**config.mk**
```make
export PLATFORM = sky130hd
export DESIGN_NAME = pool2d_stream
export DESIGN_NICKNAME = d
export VERILOG_FILES = /design/src/rtl/pool2d_stream.sv
export SDC_FILE = /design/constraint.sdc
export NUM_CORES = 1
export LEC_CHECK = 0
export CORE_ASPECT_RATIO = 2
export CORE_UTILIZATION = 35
export CTS_BUF_LIST = sky130_fd_sc_hd__clkbuf_4 sky130_fd_sc_hd__clkbuf_8
export DETAILED_ROUTE_END_ITERATION = 10
export GPL_TIMING_DRIVEN = 0
export PLACE_DENSITY = 0.6
export SYNTH_ARGS = -nofsm -noshare
export SYNTH_HDL_FRONTEND = slang
export SYNTH_SLANG_ARGS = --single-unit
```
**constraint.sdc**
```tcl
create_clock -name clk -period 6.37 [get_ports clk]
set_input_delay 1.911 -clock clk [delete_from_list [all_inputs] [get_ports clk]]
set_output_delay 1.911 -clock clk [all_outputs]
set_load 0.02 [all_outputs]
```
**src/rtl/pool2d_stream.sv**
```systemverilog
// 2x2 stride-2 max/average pooling over a raster-order pixel stream.
// Column pairs are reduced on the fly; even-row partials wait in a half-width line buffer.
module pool2d_stream #(
  parameter int DATA_W = 32,
  parameter int IMG_W  = 6,
  parameter int IMG_H  = 6,
  parameter int SIGNED = 1
) (
  input  logic              clk,
  input  logic              rst,
  input  logic [DATA_W-1:0] i_data,
  input  logic              valid_in,
  input  logic              mode,
  output logic [DATA_W-1:0] o_data,
  output logic              valid_out,
  output logic              frame_done
);

  localparam int CW   = $clog2(IMG_W + 1);
  localparam int RW   = $clog2(IMG_H + 1);
  localparam int NK   = IMG_W / 2;
  localparam int NR   = IMG_H / 2;
  localparam int LB_D = 2 ** (CW - 1);

  typedef logic signed [DATA_W+1:0] ext_t;

  function automatic ext_t ext(input logic [DATA_W-1:0] d);
    ext = (SIGNED != 0) ? {{2{d[DATA_W-1]}}, d} : {2'b00, d};
  endfunction

  logic [CW-1:0]     r_col;
  logic [RW-1:0]     r_row;
  logic              r_mode;
  logic [DATA_W-1:0] r_pair;
  ext_t              r_lb [LB_D];

  logic              w_last_col;
  logic              w_last_row;
  logic [CW-2:0]     w_k;
  ext_t              w_a;
  ext_t              w_b;
  ext_t              w_pair;
  ext_t              w_lb;
  ext_t              w_win;
  logic [DATA_W-1:0] w_res;
  logic              w_out;
  logic              w_fd;

  // All arithmetic in DATA_W+2 signed bits; unsigned inputs are zero-extended so the
  // signed compare stays correct and the 4-pixel sum cannot overflow.
  always_comb begin
    w_last_col = (r_col == CW'(IMG_W - 1));
    w_last_row = (r_row == RW'(IMG_H - 1));
    w_k        = r_col[CW-1:1];
    w_a        = ext(r_pair);
    w_b        = ext(i_data);
    if (r_mode) w_pair = w_a + w_b;
    else        w_pair = (w_b > w_a) ? w_b : w_a;
    w_lb = r_lb[w_k];
    if (r_mode) w_win = w_lb + w_pair;
    else        w_win = (w_pair > w_lb) ? w_pair : w_lb;
    w_res = r_mode ? w_win[DATA_W+1:2] : w_win[DATA_W-1:0];
    // A trailing odd column/row has an even index, so it never produces a window.
    w_out = valid_in & r_col[0] & r_row[0];
    w_fd  = w_out && (r_row == RW'(2 * NR - 1)) && (r_col == CW'(2 * NK - 1));
  end

  always_ff @(posedge clk) begin
    if (rst) begin
      r_col      <= '0;
      r_row      <= '0;
      r_mode     <= 1'b0;
      r_pair     <= '0;
      o_data     <= '0;
      valid_out  <= 1'b0;
      frame_done <= 1'b0;
    end else begin
      valid_out  <= 1'b0;
      frame_done <= 1'b0;
      if (valid_in) begin
        if (r_col == '0 && r_row == '0) r_mode <= mode;
        if (!r_col[0]) r_pair <= i_data;
        if (w_last_col) begin
          r_col <= '0;
          r_row <= w_last_row ? '0 : r_row + 1'b1;
        end else begin
          r_col <= r_col + 1'b1;
        end
        if (w_out) begin
          o_data     <= w_res;
          valid_out  <= 1'b1;
          frame_done <= w_fd;
        end
      end
    end
  end

  // Line buffer is not reset: every entry is rewritten on an even row before it is read.
  always_ff @(posedge clk) begin
    if (!rst && valid_in && r_col[0] && !r_row[0]) r_lb[w_k] <= w_pair;
  end

endmodule

```
; ---- Word level (Yosys, flattened, before mapping)
; Memory sizes are Yosys's and may differ from the RTL's. A register that Yosys moved wholly into a read port is not among the register bits.
; Index checks and enable logic that the tools add are counted.
[op_classes]
muxes = 12
n_addsub = 4
n_bitwise = 5
eq_ne = 2
n_reduce_logical = 16
n_lt_le_gt_ge = 2
[op_table]
columns = operator, count
row1 = $mux 34, 4
row2 = $add 34x34->34, 1
row3 = $gt 34x34->1, 1
row4 = $add 32x32->33, 1
row5 = $gt 32x32->1, 1
row6 = $mux 32, 1
row7 = $reduce_and 2->1, 4
row8 = $add 3x1->3 const B, 2
row9 = $eq 3x3->1 const B, 2
row10 = $logic_and 1x1->1, 6
row11 = $logic_not 3->1, 2
row12 = $mux 3, 2
row13 = $mux 2, 2
row14 = $mux 1, 3
row15 = $not 1->1, 3
row16 = $reduce_or 3->1, 1
row17 = $and 1x1->1, 2
row18 = $logic_not 1->1, 2
row19 = $reduce_or 2->1, 1
[word_totals]
input_bits = 36
n_memories = 1
mem_bits_rw = 136
output_inout_bits = 34
register_bits = 73
wordCells = 49
[memory_table]
columns = name, words, word_bits, read_ports, rd_clocked_by_memory_dff, write_ports, line_no
row1 = r_lb, 4, 34, 1, 1, 1, 35  ; ext_t r_lb [LB_D];

; ---- Logic depth before layout (Yosys ltp)
; Gate-level depths: netlist of run 1.
[logic_depth]
ltp_word = 7
ltp_mapped = 26
mapped_depth_nobuf = 21

; ---- Worst setup path before layout of run 1
; No wires, ideal clock.
[synth_timing]
path_type = input to register
start = input port i_data[14]
end = register o_data[13]
stages = 22
setup_slack_ps = -398
n_path_buf = 4
t_required_ps = 6232
setup_ps = 138
arrival_time_ps = 6629
path_cell_list = ha_1 buf_4 a21oi_1 a21oi_1 a211o_1 o31a_2 or3_2 nand2_4 buf_2 a21oi_1 a211oi_1 ha_1 nand4_1 nor3_1 nand2_1 o2111a_1 o21ai_2 and2_1 clkbuf_1 buf_2 a211oi_1 a21boi_0
[synth_between]
elab_chain_len = 7
word_cells_on_any_way = 9
classes_between = add/sub (2) / order compare (2) / mux (5)
[synth_rtl]
columns = item, line_no
row1 = from (decl), 11  ; input logic [DATA_W-1:0] i_data,
row2 = $gt 32x32->1, 58  ; else w_pair = (w_b > w_a) ? w_b : w_a;
row3 = $mux 34, 58
row4 = $mux 34 *, 57  ; if (r_mode) w_pair = w_a + w_b;
row5 = net w_pair[25], 42  ; ext_t w_pair;
row6 = $gt 34x34->1 *, 61  ; else w_win = (w_pair > w_lb) ? w_pair : w_lb;
row7 = $mux 34 *, 61
row8 = $mux 34 *, 60  ; if (r_mode) w_win = w_lb + w_pair;
row9 = $mux 32 *, 62  ; w_res = r_mode ? w_win[DATA_W+1:2] : w_win[DATA_W-1:0];
row10 = to (signal assigned), 90  ; o_data <= w_res;
row11 = to (decl), 14  ; output logic [DATA_W-1:0] o_data,
; Mark *: on every way through the listed nets, which the timed path passes. The rest lies on a longest branch.
; A chain may end at the register's enable or synchronous reset.

; ---- Worst setup path in the final report of run 1
[layout_timing]
start = input port i_data[17]
end = register o_data[22]
[layout_between]
elab_chain_len = 7
word_cells_on_any_way = 9
classes_between = add/sub (2) / order compare (2) / mux (5)
[layout_rtl]
columns = item, line_no
row1 = $gt 32x32->1 *, 58
row2 = $mux 34 *, 58
row3 = $mux 34 *, 57
row4 = net w_pair[4], 42
row5 = $gt 34x34->1, 61
row6 = $mux 34, 61
row7 = $mux 34 *, 60
row8 = $mux 32 *, 62
; Marked as above.

==> results of run 1 <==
[repair_timing]
item,4_1_cts,5_1_grt
cloned,2,2
endpoints found under the setup margin,32,32
resized for setup,374,150
pin swaps,88,54
hold endpoints to repair,0,0
setup buffers,95,36
[cells by family after synthesis]
logic type / Yosys count
multiplexers: 61
adder cells (fa/ha/maj): 131
flip-flops: 207
buffers and inverters: 186
XOR/XNOR: 48
AND/OR/NAND/NOR: 370
AO/OA/AOI/OAI: 372
[power by group]
part / internal, mW / switching (mW) / total (mW) / leakage [nW]
combinational: 0.761 / 0.990 / 1.75 / 4.70
sequential: 1.48 / 0.0142 / 1.50 / 1.81
clock: 0.574 / 0.558 / 1.13 / 0.327
[worst max-delay path: stages]
cell and delay [ps]:
sky130_fd_sc_hd__buf_6 110, sky130_fd_sc_hd__ha_4 280, sky130_fd_sc_hd__nand4_1 140, sky130_fd_sc_hd__or4_4 610, sky130_fd_sc_hd__or3_4 360, sky130_fd_sc_hd__o211a_1 160, sky130_fd_sc_hd__buf_8 150, sky130_fd_sc_hd__clkbuf_16 170
sky130_fd_sc_hd__o21ai_1 220, sky130_fd_sc_hd__nand3_1 130, sky130_fd_sc_hd__a21boi_4 240, sky130_fd_sc_hd__ha_4 320, sky130_fd_sc_hd__buf_4 130, sky130_fd_sc_hd__nand2_1 60, sky130_fd_sc_hd__o21ai_1 100, sky130_fd_sc_hd__a2111oi_4 490
sky130_fd_sc_hd__o2111a_2 330, sky130_fd_sc_hd__o21ai_4 80, sky130_fd_sc_hd__buf_12 150, sky130_fd_sc_hd__nand2b_4 170, sky130_fd_sc_hd__buf_6 190, sky130_fd_sc_hd__o22ai_1 140, sky130_fd_sc_hd__a211oi_1 70, sky130_fd_sc_hd__a21boi_1 180
[cell type report]
type / instances / area (sq um)
fillers: 3506 / 19300
multi-input cells: 983 / 9220
flip-flops and latches: 207 / 5470
repair buffers: 211 / 1870
well taps: 515 / 644
clock buffers: 40 / 519
inverters: 120 / 450
plain buffers: 56 / 422
clock inverters: 16 / 108
diodes: 1 / 2.50
[how the worst max path moves through the flow]
| stage | to | depth (start not counted) |
|---|---|---|
| CTS | o_data[8] | 25 |
| global route | o_data[22] | 24 |
| global placement | o_data[28] | 21 |
| finish | o_data[22] | 24 |
| detailed placement | o_data[28] | 21 |
| floorplan | o_data[31] | 22 |
[registers in the layout, summed over array words and instances (netlist names), named ones only]
signal	flops
r_lb	132
o_data	32
r_col	3
frame_done	1
r_pair	32
valid_out	1
r_mode	1
r_row	3
[layer usage]
layer | track usage | wire length (um)
met5 | 0 | 0
met2 | 0.481 | 27200
met1 | 0.243 | 16800
met3 | 0.0251 | 2070
met4 | 0.214 | 4710
[per-stage QoR]
step	util	cell area, sq um	hold WS (ps)	worst slack [ps]
floorplan	-	13700	453	-23.1
global route	0.492	18700	498	-156
finish	0.492	18700	475	-80.3
CTS	0.469	17800	478	0.142
global placement	0.395	15000	460	-3380
detailed placement	0.399	15200	468	-3400
[cells in the mapped netlist, types with 7 or more instances]
master | number | area (sq um)
sky130_fd_sc_hd__dfxtp_1 | 75 | 1500
sky130_fd_sc_hd__clkbuf_1 | 40 | 150
sky130_fd_sc_hd__o21ai_0 | 53 | 265
sky130_fd_sc_hd__a211oi_1 | 19 | 143
sky130_fd_sc_hd__o21bai_1 | 11 | 82.6
sky130_fd_sc_hd__a211o_1 | 9 | 78.8
sky130_fd_sc_hd__a31oi_1 | 8 | 50.1
sky130_fd_sc_hd__nand3_1 | 16 | 80.1
sky130_fd_sc_hd__a21boi_0 | 7 | 52.6
sky130_fd_sc_hd__o31ai_1 | 11 | 82.6
sky130_fd_sc_hd__nor2b_1 | 12 | 75.1
sky130_fd_sc_hd__nor2_1 | 93 | 349
sky130_fd_sc_hd__o211ai_1 | 9 | 67.6
sky130_fd_sc_hd__nand2b_1 | 12 | 75.1
sky130_fd_sc_hd__a21oi_1 | 163 | 816
sky130_fd_sc_hd__xnor2_1 | 42 | 368
sky130_fd_sc_hd__mux2i_1 | 24 | 240
sky130_fd_sc_hd__o22ai_1 | 14 | 87.6
sky130_fd_sc_hd__nand4_1 | 16 | 100
sky130_fd_sc_hd__nor3_1 | 46 | 230
sky130_fd_sc_hd__ha_1 | 130 | 1630
sky130_fd_sc_hd__edfxtp_1 | 132 | 3960
sky130_fd_sc_hd__mux4_2 | 32 | 721
sky130_fd_sc_hd__or3_1 | 15 | 93.8
sky130_fd_sc_hd__a21o_1 | 8 | 60.1
sky130_fd_sc_hd__inv_1 | 120 | 450
sky130_fd_sc_hd__nand2_1 | 110 | 413
sky130_fd_sc_hd__buf_2 | 9 | 45.0
sky130_fd_sc_hd__nor4_1 | 7 | 43.8
==> results.rst, run 1 <==
.. list-table::
   :header-rows: 1

   * - Metric
     - Value
   * - Final layout net count
     - roughly 1.8k
   * - Leakage power
     - 6.83 nW
   * - Final cycle utilization of the critical path
     - 1.01
   * - Min-delay worst type
     - flip-flop to flip-flop
   * - Number of nets still failing antenna checks after routing
     - 0
   * - Most frequent cells in the layout
     - 132 x sky130_fd_sc_hd__edfxtp_1, 128 x sky130_fd_sc_hd__buf_4, 119 x sky130_fd_sc_hd__inv_1, 116 x sky130_fd_sc_hd__a21oi_1, 107 x sky130_fd_sc_hd__nand2_1
   * - Hold_sp
     - r_pair[20]
   * - Fraction of the mapped netlist area in compound gates
     - 0.177
   * - Unrepaired setup endpoints after global routing
     - yes
   * - Mux contribution to synthesized area
     - 0.0753
   * - Post-DR vias/cell
     - around 5.6
   * - Worst Setup End Kind
     - flip-flop
   * - R2r worst-path depth
     - 17
   * - First-pass iteration count of the detailed router
     - 7
   * - Share of final-layout standard cells stronger than drive strength 1
     - 0.322
   * - Post-route insts no fill
     - 2149
   * - Number of port buffers
     - 69
   * - Count of maximum capacitance violations
     - 0
   * - Site row count
     - 101
   * - Syn-to-layout area delta
     - 38.0%
   * - Number of H-tree levels
     - 1
   * - Final TNS setup
     - -300 ps
   * - I/O pin count
     - 70
   * - Portion of the post-synthesis area used by sequential elements
     - 0.403
   * - Total of endpoints with negative setup slack in the final report
     - 7
   * - Die Ht
     - 280 um
   * - GRT Util Overall
     - 0.254
   * - Type of origin of the critical path
     - primary input
   * - Initial core utilization
     - 0.356
   * - Count of different cell masters after synthesis
     - 91
   * - Violation count after the first detailed-route iteration
     - 747
   * - Slack of the critical path
     - -80.3 ps
   * - Maximum resistive drop on vdd
     - 0.153 mV
   * - Placed Cells incl. Taps
     - 1967
   * - Status
     - complete, but fails checks
   * - Final routed wire length divided by cell count
     - 23.7 um
   * - Max-slew violations
     - 0
   * - Global-route wire length before repair
     - 74.0 mm
   * - Hold-critical path depth
     - 2
   * - Launching point of the worst reg2reg path
     - r_mode
   * - Worst Path Required
     - 6820 ps
   * - Largest net degree at the start of global routing
     - 18
   * - Total gr overflow
     - 0
   * - Antenna violations before repair
     - 1
   * - Leading cell type in the layout, fill and taps excluded
     - sky130_fd_sc_hd__edfxtp_1
   * - Area of the die
     - 39600 sq um
   * - Inserted Clock Buffers
     - 30
   * - Synth Warn #
     - 0
   * - Clock tree sinks
     - 207
   * - Count of final hold-check violations
     - 0
   * - Number of vias in the routed layout
     - 12.0k
   * - Count of mapped cells out of synthesis
     - 1375
   * - P per Cell Area
     - 234 nW/um^2
   * - WP data arrival
     - roughly 6900 ps
   * - Mapped Nets
     - between 1.5k and 2k
   * - TritonCTS clock tree
     - built
   * - Main synth FF type
     - sky130_fd_sc_hd__edfxtp_1
   * - Die X-Extent
     - 141 um
   * - Setup CP Type
     - primary input to flip-flop
   * - Clock network latency to the later pin of the worst-skew pair
     - 610 ps
   * - Hold-fix buffers, CTS
     - 0
   * - Adder-cell share of the synthesized area
     - 0.121
   * - Largest clock skew in the final design
     - 19.0 ps
   * - Worst-case clock buffer depth
     - 3
   * - Number of global-route vias before repair
     - ~12k
   * - Async set or reset register ratio after synthesis
     - 0
   * - Final HPWL from detailed placement
     - between 30 and 40 mm
   * - Overall Power
     - about 4.4 mW
   * - Max_slew headroom
     - 0.138
   * - Average footprint of a synthesized cell
     - 9.86 sq um
   * - Area fraction in and, or, nand and nor cells after synthesis
     - 0.133
   * - Last weighted congestion value of the routability-driven placer
     - between 0.9 and 1
   * - Number of flops mapped to enable cells by yosys
     - roughly 130
   * - Violations in the final reports
     - setup timing
   * - Max Clock Freq
     - 155 MHz
   * - Reg2reg setup slack
     - 600 ps
   * - Share of the synthesized netlist area taken by xor and xnor gates
     - 0.0310
   * - Residual DRC count
     - 0
   * - Critical Path Source
     - i_data[17]
   * - Placeable core region
     - around 38000 sq um
   * - Largest family of logic cells by synthesized area
     - compound AO/OA/AOI/OAI gates
   * - Clk pin slew, worst setup/hold paths
     - 70 ps
   * - Clock root cell
     - sky130_fd_sc_hd__clkbuf_8
   * - Post-layout minimum cycle time
     - 6450 ps
   * - Worst-Margin Slew
     - 1290 ps
   * - Synthesized flop and latch total
     - 207
   * - Area of the mapped netlist
     - between 10000 and 15000 sq um
   * - Routed wire length
     - ~50 mm
   * - Destination of the worst register-to-register timing path
     - o_data[22]
   * - Terminating pin of the worst hold path
     - r_pair[20]
   * - Top fanout value on the critical path
     - 6
No activity file was read; power rests on OpenSTA's default activity.
==> inputs of run 2 (changes only) <==
--- a/config.mk
+++ b/config.mk
@@ -6,6 +6,7 @@
 export NUM_CORES = 1
 export LEC_CHECK = 0
 export CORE_ASPECT_RATIO = 2
+export CORE_MARGIN = 8
 export CORE_UTILIZATION = 35
 export CTS_BUF_LIST = sky130_fd_sc_hd__clkbuf_4 sky130_fd_sc_hd__clkbuf_8
 export DETAILED_ROUTE_END_ITERATION = 10
==> results.rst, run 2 (synthesized netlist as in run 1, its figures left out) <==
.. list-table::
   :header-rows: 1

   * - Metric
     - Value
   * - Registers with the most flip-flops
     - r_lb: 132 flops, o_data: 32 flops, r_pair: 32 flops (unchanged)
   * - Max Clock Freq
     - 153 MHz (was 155 MHz)
   * - Count of maximum capacitance violations
     - 0 (unchanged)
   * - Syn-to-layout area delta
     - 40.0% (was 38.0%)
   * - Type of origin of the critical path
     - primary input (unchanged)
   * - Leading cell type in the layout, fill and taps excluded
     - sky130_fd_sc_hd__edfxtp_1 (unchanged)
   * - CP max stage cell
     - sky130_fd_sc_hd__or4_4 (unchanged)
   * - Setup CP Type
     - primary input to flip-flop (unchanged)
   * - Total of fill cells in the finished design
     - 3455 (was 3506)
   * - Final cycle utilization of the critical path
     - 1.03 (was 1.01)
   * - Residual DRC count
     - 0 (unchanged)
   * - Flip-flop count of the largest register, all copies and words added
     - 132 (unchanged)
   * - Global-route wire length before repair
     - 70.8 mm (was 74.0 mm)
   * - Area of the die
     - 45700 sq um (was 39600 sq um)
   * - Unrepaired setup endpoints after global routing
     - yes (unchanged)
   * - Switching fraction of total power
     - 0.341 (was 0.357)
   * - Antenna violations before repair
     - 0 (was 1)
   * - Clk pin slew, worst setup/hold paths
     - 60 ps (was 70 ps)
   * - Top fanout value on the critical path
     - 8 (was 6)
   * - Final TNS setup
     - -3440 ps (was -300 ps)
   * - Number of port buffers
     - 69 (unchanged)
   * - Count of final hold-check violations
     - 0 (unchanged)
   * - Worst Path Required
     - 6850 ps (was 6820 ps)
   * - Routed wire length
     - 48.2 mm (was 50.9 mm)
   * - Int Pwr
     - 3.02 mW (was 2.82 mW)
   * - Status
     - complete, but fails checks (unchanged)
   * - Worst Path Buf+Inv
     - 7 (was 6)
   * - Last weighted congestion value of the routability-driven placer
     - 0.955 (was 0.954)
   * - Maximum resistive drop on vdd
     - 0.163 mV (was 0.153 mV)
   * - Worst-Margin Slew
     - 1220 ps (was 1290 ps)
   * - Violation count after the first detailed-route iteration
     - 783 (was 747)
   * - Site row count
     - 102 (was 101)
   * - Share of final-layout standard cells stronger than drive strength 1
     - 0.334 (was 0.322)
   * - Number of H-tree levels
     - 2 (was 1)
   * - Largest clock skew in the final design
     - 37.4 ps (was 19.0 ps)
   * - Largest register by flop count
     - r_lb (unchanged)
   * - Register share of total power
     - 0.327 (was 0.342)
   * - Leakage power
     - 6.99 nW (was 6.83 nW)
   * - Min-delay worst type
     - flip-flop to flip-flop (unchanged)
   * - Initial core utilization
     - 0.353 (was 0.356)
   * - I/O pin count
     - 70 (unchanged)
   * - Largest net degree at the start of global routing
     - 25 (was 18)
   * - Number of vias in the routed layout
     - 12.0k (about the same)
   * - Worst Setup End Kind
     - flip-flop (unchanged)
   * - Max_slew headroom
     - 0.188 (was 0.138)
   * - TritonCTS clock tree
     - built (unchanged)
   * - Most frequent cells in the layout
     - 132 x sky130_fd_sc_hd__edfxtp_1, 129 x sky130_fd_sc_hd__buf_4, 119 x sky130_fd_sc_hd__inv_1, 114 x sky130_fd_sc_hd__a21oi_1, 108 x sky130_fd_sc_hd__nand2_1 (was 132 x sky130_fd_sc_hd__edfxtp_1, 128 x sky130_fd_sc_hd__buf_4, 119 x sky130_fd_sc_hd__inv_1, 116 x sky130_fd_sc_hd__a21oi_1, 107 x sky130_fd_sc_hd__nand2_1)
   * - WP data arrival
     - 7030 ps (was 6900 ps)
   * - Number of diodes
     - 0 (was 1)
   * - Violations in the final reports
     - setup timing (unchanged)
   * - P per Cell Area
     - 242 nW/um^2 (was 234 nW/um^2)
   * - Post-layout minimum cycle time
     - 6550 ps (was 6450 ps)
   * - GRT Util Overall
     - 0.204 (was 0.254)
   * - Part of the total power dissipated in combinational logic
     - 0.380 (was 0.400)
   * - Slack of the critical path
     - -178 ps (was -80.3 ps)
   * - Max-slew violations
     - 0 (unchanged)
   * - Maximum single-stage delay on the critical path
     - 590 ps (was 610 ps)
   * - First-pass iteration count of the detailed router
     - 5 (was 7)
   * - Clock network latency to the later pin of the worst-skew pair
     - 570 ps (was 610 ps)
   * - End-of-flow core utilization
     - 0.494 (was 0.492)
   * - Clock tree sinks
     - 207 (unchanged)
   * - Total of endpoints with negative setup slack in the final report
     - 32 (was 7)
   * - Inserted Clock Buffers
     - 35 (was 30)
   * - Number of nets still failing antenna checks after routing
     - 0 (unchanged)
   * - Total gr overflow
     - 0 (unchanged)
   * - Final routed wire length divided by cell count
     - 22.2 um (was 23.7 um)
   * - Kind of cell adding the most delay to the critical path
     - simple AND/OR/NAND/NOR gates (was compound AO/OA/AOI/OAI gates)
   * - Placeable core region
     - 38400 sq um (was 38000 sq um)
   * - Hold-fix buffers, CTS
     - 0 (unchanged)
   * - Total net switching power
     - 1.56 mW (about the same)
   * - Worst-case clock buffer depth
     - 3 (unchanged)
   * - Clock share of power
     - 0.294 (was 0.258)
   * - Post-DR vias/cell
     - 5.51 (was 5.58)
   * - Most numerous cell on the critical path
     - sky130_fd_sc_hd__buf_6
   * - Final HPWL from detailed placement
     - 34.6 mm (was 37.7 mm)
   * - Clock root cell
     - sky130_fd_sc_hd__clkbuf_8 (unchanged)
   * - Final layout net count
     - 1789 (was 1776)
   * - Die X-Extent
     - 155 um (was 141 um)
   * - Die Ht
     - 294 um (was 280 um)
   * - Number of global-route vias before repair
     - 11.8k (was 12.4k)
run 2: changes by cell type in the layout (fill, tap and decap cells not counted), moves of 4 or more:
cell | previous run | this run
sky130_fd_sc_hd__a21oi_2 | 27 | 31
sky130_fd_sc_hd__buf_6 | 22 | 27
sky130_fd_sc_hd__clkbuf_4 | 5 | 10
sky130_fd_sc_hd__clkinv_2 | 8 | 4
sky130_fd_sc_hd__ha_1 | 68 | 72
sky130_fd_sc_hd__o21ai_2 | 5 | 10
sky130_fd_sc_hd__o22ai_1 | 13 | 6
sky130_fd_sc_hd__o22ai_2 | 1 | 6
run 2: tightest hold or removal path, cell delays in order (launching register included):
cell	delay, ps
sky130_fd_sc_hd__dfxtp_1	320
sky130_fd_sc_hd__nand2_1	50
sky130_fd_sc_hd__a21oi_1	50
run 2: final timing paths:
path / from / endpoint / slack (ps) / depth (start not counted)
worst max-delay path: i_data[16] / o_data[7] / -180 / 26
worst min-delay path: r_pair[6] / r_pair[6] / 470 / 2
worst max register to register: r_pair[16] / o_data[7] / 800 / 26
worst min register to register: r_pair[6] / r_pair[6] / 470 / 2
run 2: power by group through the flow:
stage	Clock, mW	Sequential (mW)	Combinational (mW)
floorplan	0	1.52	0.794
global placement	0	1.53	1.13
finish	1.35	1.50	1.74
detailed placement	0	1.53	1.13
global route	1.42	1.50	1.84
CTS	1.37	1.50	1.48
run 2: timing repair:
action                                  in CTS  in global routing
cloned                                       1                  1
pin swaps                                   99                 92
setup buffers                               97                 42
endpoints found under the setup margin      32                 32
gates resized for setup                    388                122
run 2: per-layer routing:
layer  share of wire  GRT usage
met1            0.41      0.244
met2            0.50      0.359
met3           0.044     0.0258
met4           0.049     0.0910
met5               0          0
run 2: cell type report:
class / instances / area [sq um] / share of cell area
multi-input cells: 982 / 9310 / 0.490
flip-flops and latches: 207 / 5470 / 0.288
repair buffers: 219 / 1920 / 0.101
well taps: 520 / 651 / 0.0343
clock buffers: 47 / 591 / 0.0311
inverters: 120 / 450 / 0.0237
plain buffers: 57 / 414 / 0.0218
clock inverters: 16 / 188 / 0.00989
run 2: per-stage QoR:
step	hold slack [ps]	worst slack, ps	total power, mW	instances	cell area (sq um)
floorplan	453	-23.1	2.32	1375	13700
global placement	462	-2600	2.66	1964	15000
detailed placement	468	-2610	2.66	1974	15200
CTS	476	-89.5	4.35	2127	18100
global route	494	-223	4.76	2168	19000
finish	474	-178	4.59	2168	19000
==> inputs of run 3 (changes only) <==
--- a/config.mk
+++ b/config.mk
@@ -7,11 +7,12 @@
 export LEC_CHECK = 0
 export CORE_ASPECT_RATIO = 2
 export CORE_MARGIN = 8
-export CORE_UTILIZATION = 35
+export CORE_UTILIZATION = 25
 export CTS_BUF_LIST = sky130_fd_sc_hd__clkbuf_4 sky130_fd_sc_hd__clkbuf_8
 export DETAILED_ROUTE_END_ITERATION = 10
 export GPL_TIMING_DRIVEN = 0
-export PLACE_DENSITY = 0.6
+export PLACE_DENSITY = 0.48
+export RECOVER_POWER = 25
 export SYNTH_ARGS = -nofsm -noshare
 export SYNTH_HDL_FRONTEND = slang
 export SYNTH_SLANG_ARGS = --single-unit
==> results.rst, run 3 (synthesized netlist as in run 1, its figures left out) <==
.. list-table::
   :header-rows: 1

   * - Metric
     - Value
   * - Type of origin of the critical path
     - primary input (unchanged)
   * - Number of global-route vias before repair
     - 12.7k (was 11.8k)
   * - Global-route wire length before repair
     - 81.2 mm (was 70.8 mm)
   * - Number of H-tree levels
     - 1 (was 2)
   * - Total gr overflow
     - 0 (unchanged)
   * - Routed wire length
     - 56.2 mm (was 48.2 mm)
   * - Top fanout value on the critical path
     - 5 (was 8)
   * - Min-delay worst type
     - flip-flop to flip-flop (unchanged)
   * - Launching point of the worst reg2reg path
     - r_mode (was r_pair[16])
   * - Share of final-layout standard cells stronger than drive strength 1
     - 0.350 (was 0.334)
   * - Die Ht
     - 345 um (was 294 um)
   * - Final cycle utilization of the critical path
     - 1.02 (was 1.03)
   * - Max_slew headroom
     - 0.0718 (was 0.188)
   * - P per Cell Area
     - 234 nW/um^2 (was 242 nW/um^2)
   * - Total of endpoints with negative setup slack in the final report
     - 15 (was 32)
   * - Area of the die
     - 62400 sq um (was 45700 sq um)
   * - Number of nets still failing antenna checks after routing
     - 0 (unchanged)
   * - Post-route insts no fill
     - 2313 (was 2168)
   * - Leakage power
     - 6.98 nW (was 6.99 nW)
   * - Residual DRC count
     - 0 (unchanged)
   * - Max Clock Freq
     - 155 MHz (was 153 MHz)
   * - Met1 Resource Use GR
     - 0.159 (was 0.244)
   * - Post-layout minimum cycle time
     - 6470 ps (was 6550 ps)
   * - Largest net degree at the start of global routing
     - 19 (was 25)
   * - WP data arrival
     - 7000 ps (was 7030 ps)
   * - Met2 layer usage reported by global route
     - 0.348 (was 0.359)
   * - Number of vias in the routed layout
     - 12.0k (about the same)
   * - Clock root cell
     - sky130_fd_sc_hd__clkbuf_8 (unchanged)
   * - Status
     - complete, but fails checks (unchanged)
   * - Most frequent cells in the layout
     - 132 x sky130_fd_sc_hd__edfxtp_1, 125 x sky130_fd_sc_hd__buf_4, 116 x sky130_fd_sc_hd__inv_1, 112 x sky130_fd_sc_hd__a21oi_1, 107 x sky130_fd_sc_hd__nand2_1 (was 132 x sky130_fd_sc_hd__edfxtp_1, 129 x sky130_fd_sc_hd__buf_4, 119 x sky130_fd_sc_hd__inv_1, 114 x sky130_fd_sc_hd__a21oi_1, 108 x sky130_fd_sc_hd__nand2_1)
   * - Unrepaired setup endpoints after global routing
     - yes (unchanged)
   * - Worst Setup End Kind
     - flip-flop (unchanged)
   * - Site row count
     - 120 (was 102)
   * - Post-DR vias/cell
     - 5.17 (was 5.51)
   * - TritonCTS clock tree
     - built (unchanged)
   * - Worst hold slack after final layout
     - 475 ps (was 474 ps)
   * - Initial core utilization
     - 0.253 (was 0.353)
   * - Leading cell type in the layout, fill and taps excluded
     - sky130_fd_sc_hd__edfxtp_1 (unchanged)
   * - Last weighted congestion value of the routability-driven placer
     - 0.895 (was 0.955)
   * - First-pass iteration count of the detailed router
     - 5 (unchanged)
   * - Global routing usage on met3
     - 0.0184 (was 0.0258)
   * - Syn-to-layout area delta
     - 43.0% (was 40.0%)
   * - Clock network latency to the later pin of the worst-skew pair
     - 650 ps (was 570 ps)
   * - I/O pin count
     - 70 (unchanged)
   * - Critical Path Source
     - i_data[27] (was i_data[16])
   * - Slack of the critical path
     - -99.9 ps (was -178 ps)
   * - Maximum resistive drop on vdd
     - 0.155 mV (was 0.163 mV)
   * - GRT Util Overall
     - 0.174 (was 0.204)
   * - Inserted Clock Buffers
     - 30 (was 35)
   * - Final routed wire length divided by cell count
     - 24.3 um (was 22.2 um)
   * - Largest clock skew in the final design
     - 32.9 ps (was 37.4 ps)
   * - End-of-flow core utilization
     - 0.362 (was 0.494)
   * - Placeable core region
     - 53600 sq um (was 38400 sq um)
   * - Final layout net count
     - 1784 (was 1789)
   * - Clock tree sinks
     - 207 (unchanged)
   * - Routing layer with the top usage in global route
     - met2 (unchanged)
   * - Max-slew violations
     - 0 (unchanged)
   * - Antenna violations before repair
     - 1 (was 0)
   * - Worst-case clock buffer depth
     - 3 (unchanged)
   * - Count of maximum capacitance violations
     - 0 (unchanged)
   * - Worst Path Required
     - 6900 ps (was 6850 ps)
   * - Count of final hold-check violations
     - 0 (unchanged)
   * - Flip-flop count of the largest register, all copies and words added
     - 132 (unchanged)
   * - Number of port buffers
     - 69 (unchanged)
   * - Hold_sp
     - r_pair[27] (was r_pair[6])
   * - Worst-Margin Slew
     - 1390 ps (was 1220 ps)
   * - Violation count after the first detailed-route iteration
     - 647 (was 783)
   * - Largest register by flop count
     - r_lb (unchanged)
   * - Violations in the final reports
     - setup timing (unchanged)
   * - Placed instance area
     - 15400 sq um (was 15200 sq um)
   * - Final HPWL from detailed placement
     - 42.5 mm (was 34.6 mm)
   * - Placed Cells incl. Taps
     - 2126 (was 1974)
   * - Die X-Extent
     - 181 um (was 155 um)
   * - Registers with the most flip-flops
     - r_lb: 132 flops, o_data: 32 flops, r_pair: 32 flops (unchanged)
   * - Post-Place Setup Slack
     - -3350 ps (was -2610 ps)
   * - Post-route design area
     - 19400 sq um (was 19000 sq um)
   * - Setup CP Type
     - primary input to flip-flop (unchanged)
   * - Clk pin slew, worst setup/hold paths
     - 70 ps (was 60 ps)
   * - Total of fill cells in the finished design
     - 5246 (was 3455)
[run 3: cell count changes in the layout (fill, tap and decap cells not counted), moves of 5 or more]
cell	before	now
sky130_fd_sc_hd__clkbuf_8	42	34
sky130_fd_sc_hd__buf_6	27	33
sky130_fd_sc_hd__buf_2	19	12
sky130_fd_sc_hd__o22ai_2	6	11
sky130_fd_sc_hd__a21oi_4	19	24
[run 3: layout make-up]
cell class	count	area (sq um)	area share
tap	671	840	0.0433
antenna	1	2.50	0.000129
sequential	207	5470	0.282
clock inverter	17	163	0.00839
buffer	56	425	0.0219
clock buffer	39	487	0.0251
multi-input combinational	982	9540	0.492
timing repair buffer	220	2000	0.103
inverter	120	454	0.0234
[run 3: worst paths after layout]
check | endpoint | slack, ps | depth (start not counted)
worst max-delay path | o_data[30] | -100 | 28
worst min-delay path | r_pair[27] | 470 | 2
worst max register to register | o_data[25] | 470 | 18
worst min register to register | r_pair[27] | 470 | 2
[run 3: layer usage]
layer | wire length, um | part of all wire
met1 | 19100 | 0.34
met2 | 31000 | 0.55
met3 | 1730 | 0.031
met4 | 4410 | 0.079
met5 | 0 | 0
[run 3: timing repair]
action | CTS | global route
cloned | 3 | 1
buffers inserted | 104 | 36
endpoints found under the setup margin | 32 | 32
hold buffers | 0 | 0
pin swaps | 111 | 90
gates resized for setup | 417 | 158
[run 3: critical path: stages]
cell,delay (ps)
sky130_fd_sc_hd__buf_4,130
sky130_fd_sc_hd__ha_4,280
sky130_fd_sc_hd__nand4_1,100
sky130_fd_sc_hd__buf_4,170
sky130_fd_sc_hd__or4_4,560
sky130_fd_sc_hd__or3_4,360
sky130_fd_sc_hd__o211a_1,140
sky130_fd_sc_hd__buf_6,140
sky130_fd_sc_hd__clkbuf_16,170
sky130_fd_sc_hd__o21ai_4,140
sky130_fd_sc_hd__o21ai_4,90
sky130_fd_sc_hd__nor2_4,100
sky130_fd_sc_hd__a21oi_4,70
sky130_fd_sc_hd__ha_4,370
sky130_fd_sc_hd__nand4_1,210
sky130_fd_sc_hd__buf_4,220
sky130_fd_sc_hd__a211oi_4,260
sky130_fd_sc_hd__a2111oi_4,120
sky130_fd_sc_hd__o2111a_2,300
sky130_fd_sc_hd__o21ai_4,190
sky130_fd_sc_hd__buf_6,130
sky130_fd_sc_hd__buf_12,90
sky130_fd_sc_hd__nor2_4,30
sky130_fd_sc_hd__buf_12,150
sky130_fd_sc_hd__buf_6,120
sky130_fd_sc_hd__inv_2,50
sky130_fd_sc_hd__o221ai_1,120
sky130_fd_sc_hd__o31ai_1,250
[run 3: metrics by stage]
step / power (mW) / setup TNS, ps
after floorplan: 2.32 / -59.1
after global placement: 2.71 / -283430
after detailed placement: 2.72 / -102130
after CTS: 4.34 / -1450
after global routing: 4.72 / -3260
final: 4.54 / -751
[run 3: power by group]
part           internal [mW]  total [mW]  switching [mW]
sequential              1.48        1.50          0.0139
combinational          0.801        1.84            1.04
clock                  0.624        1.20           0.577
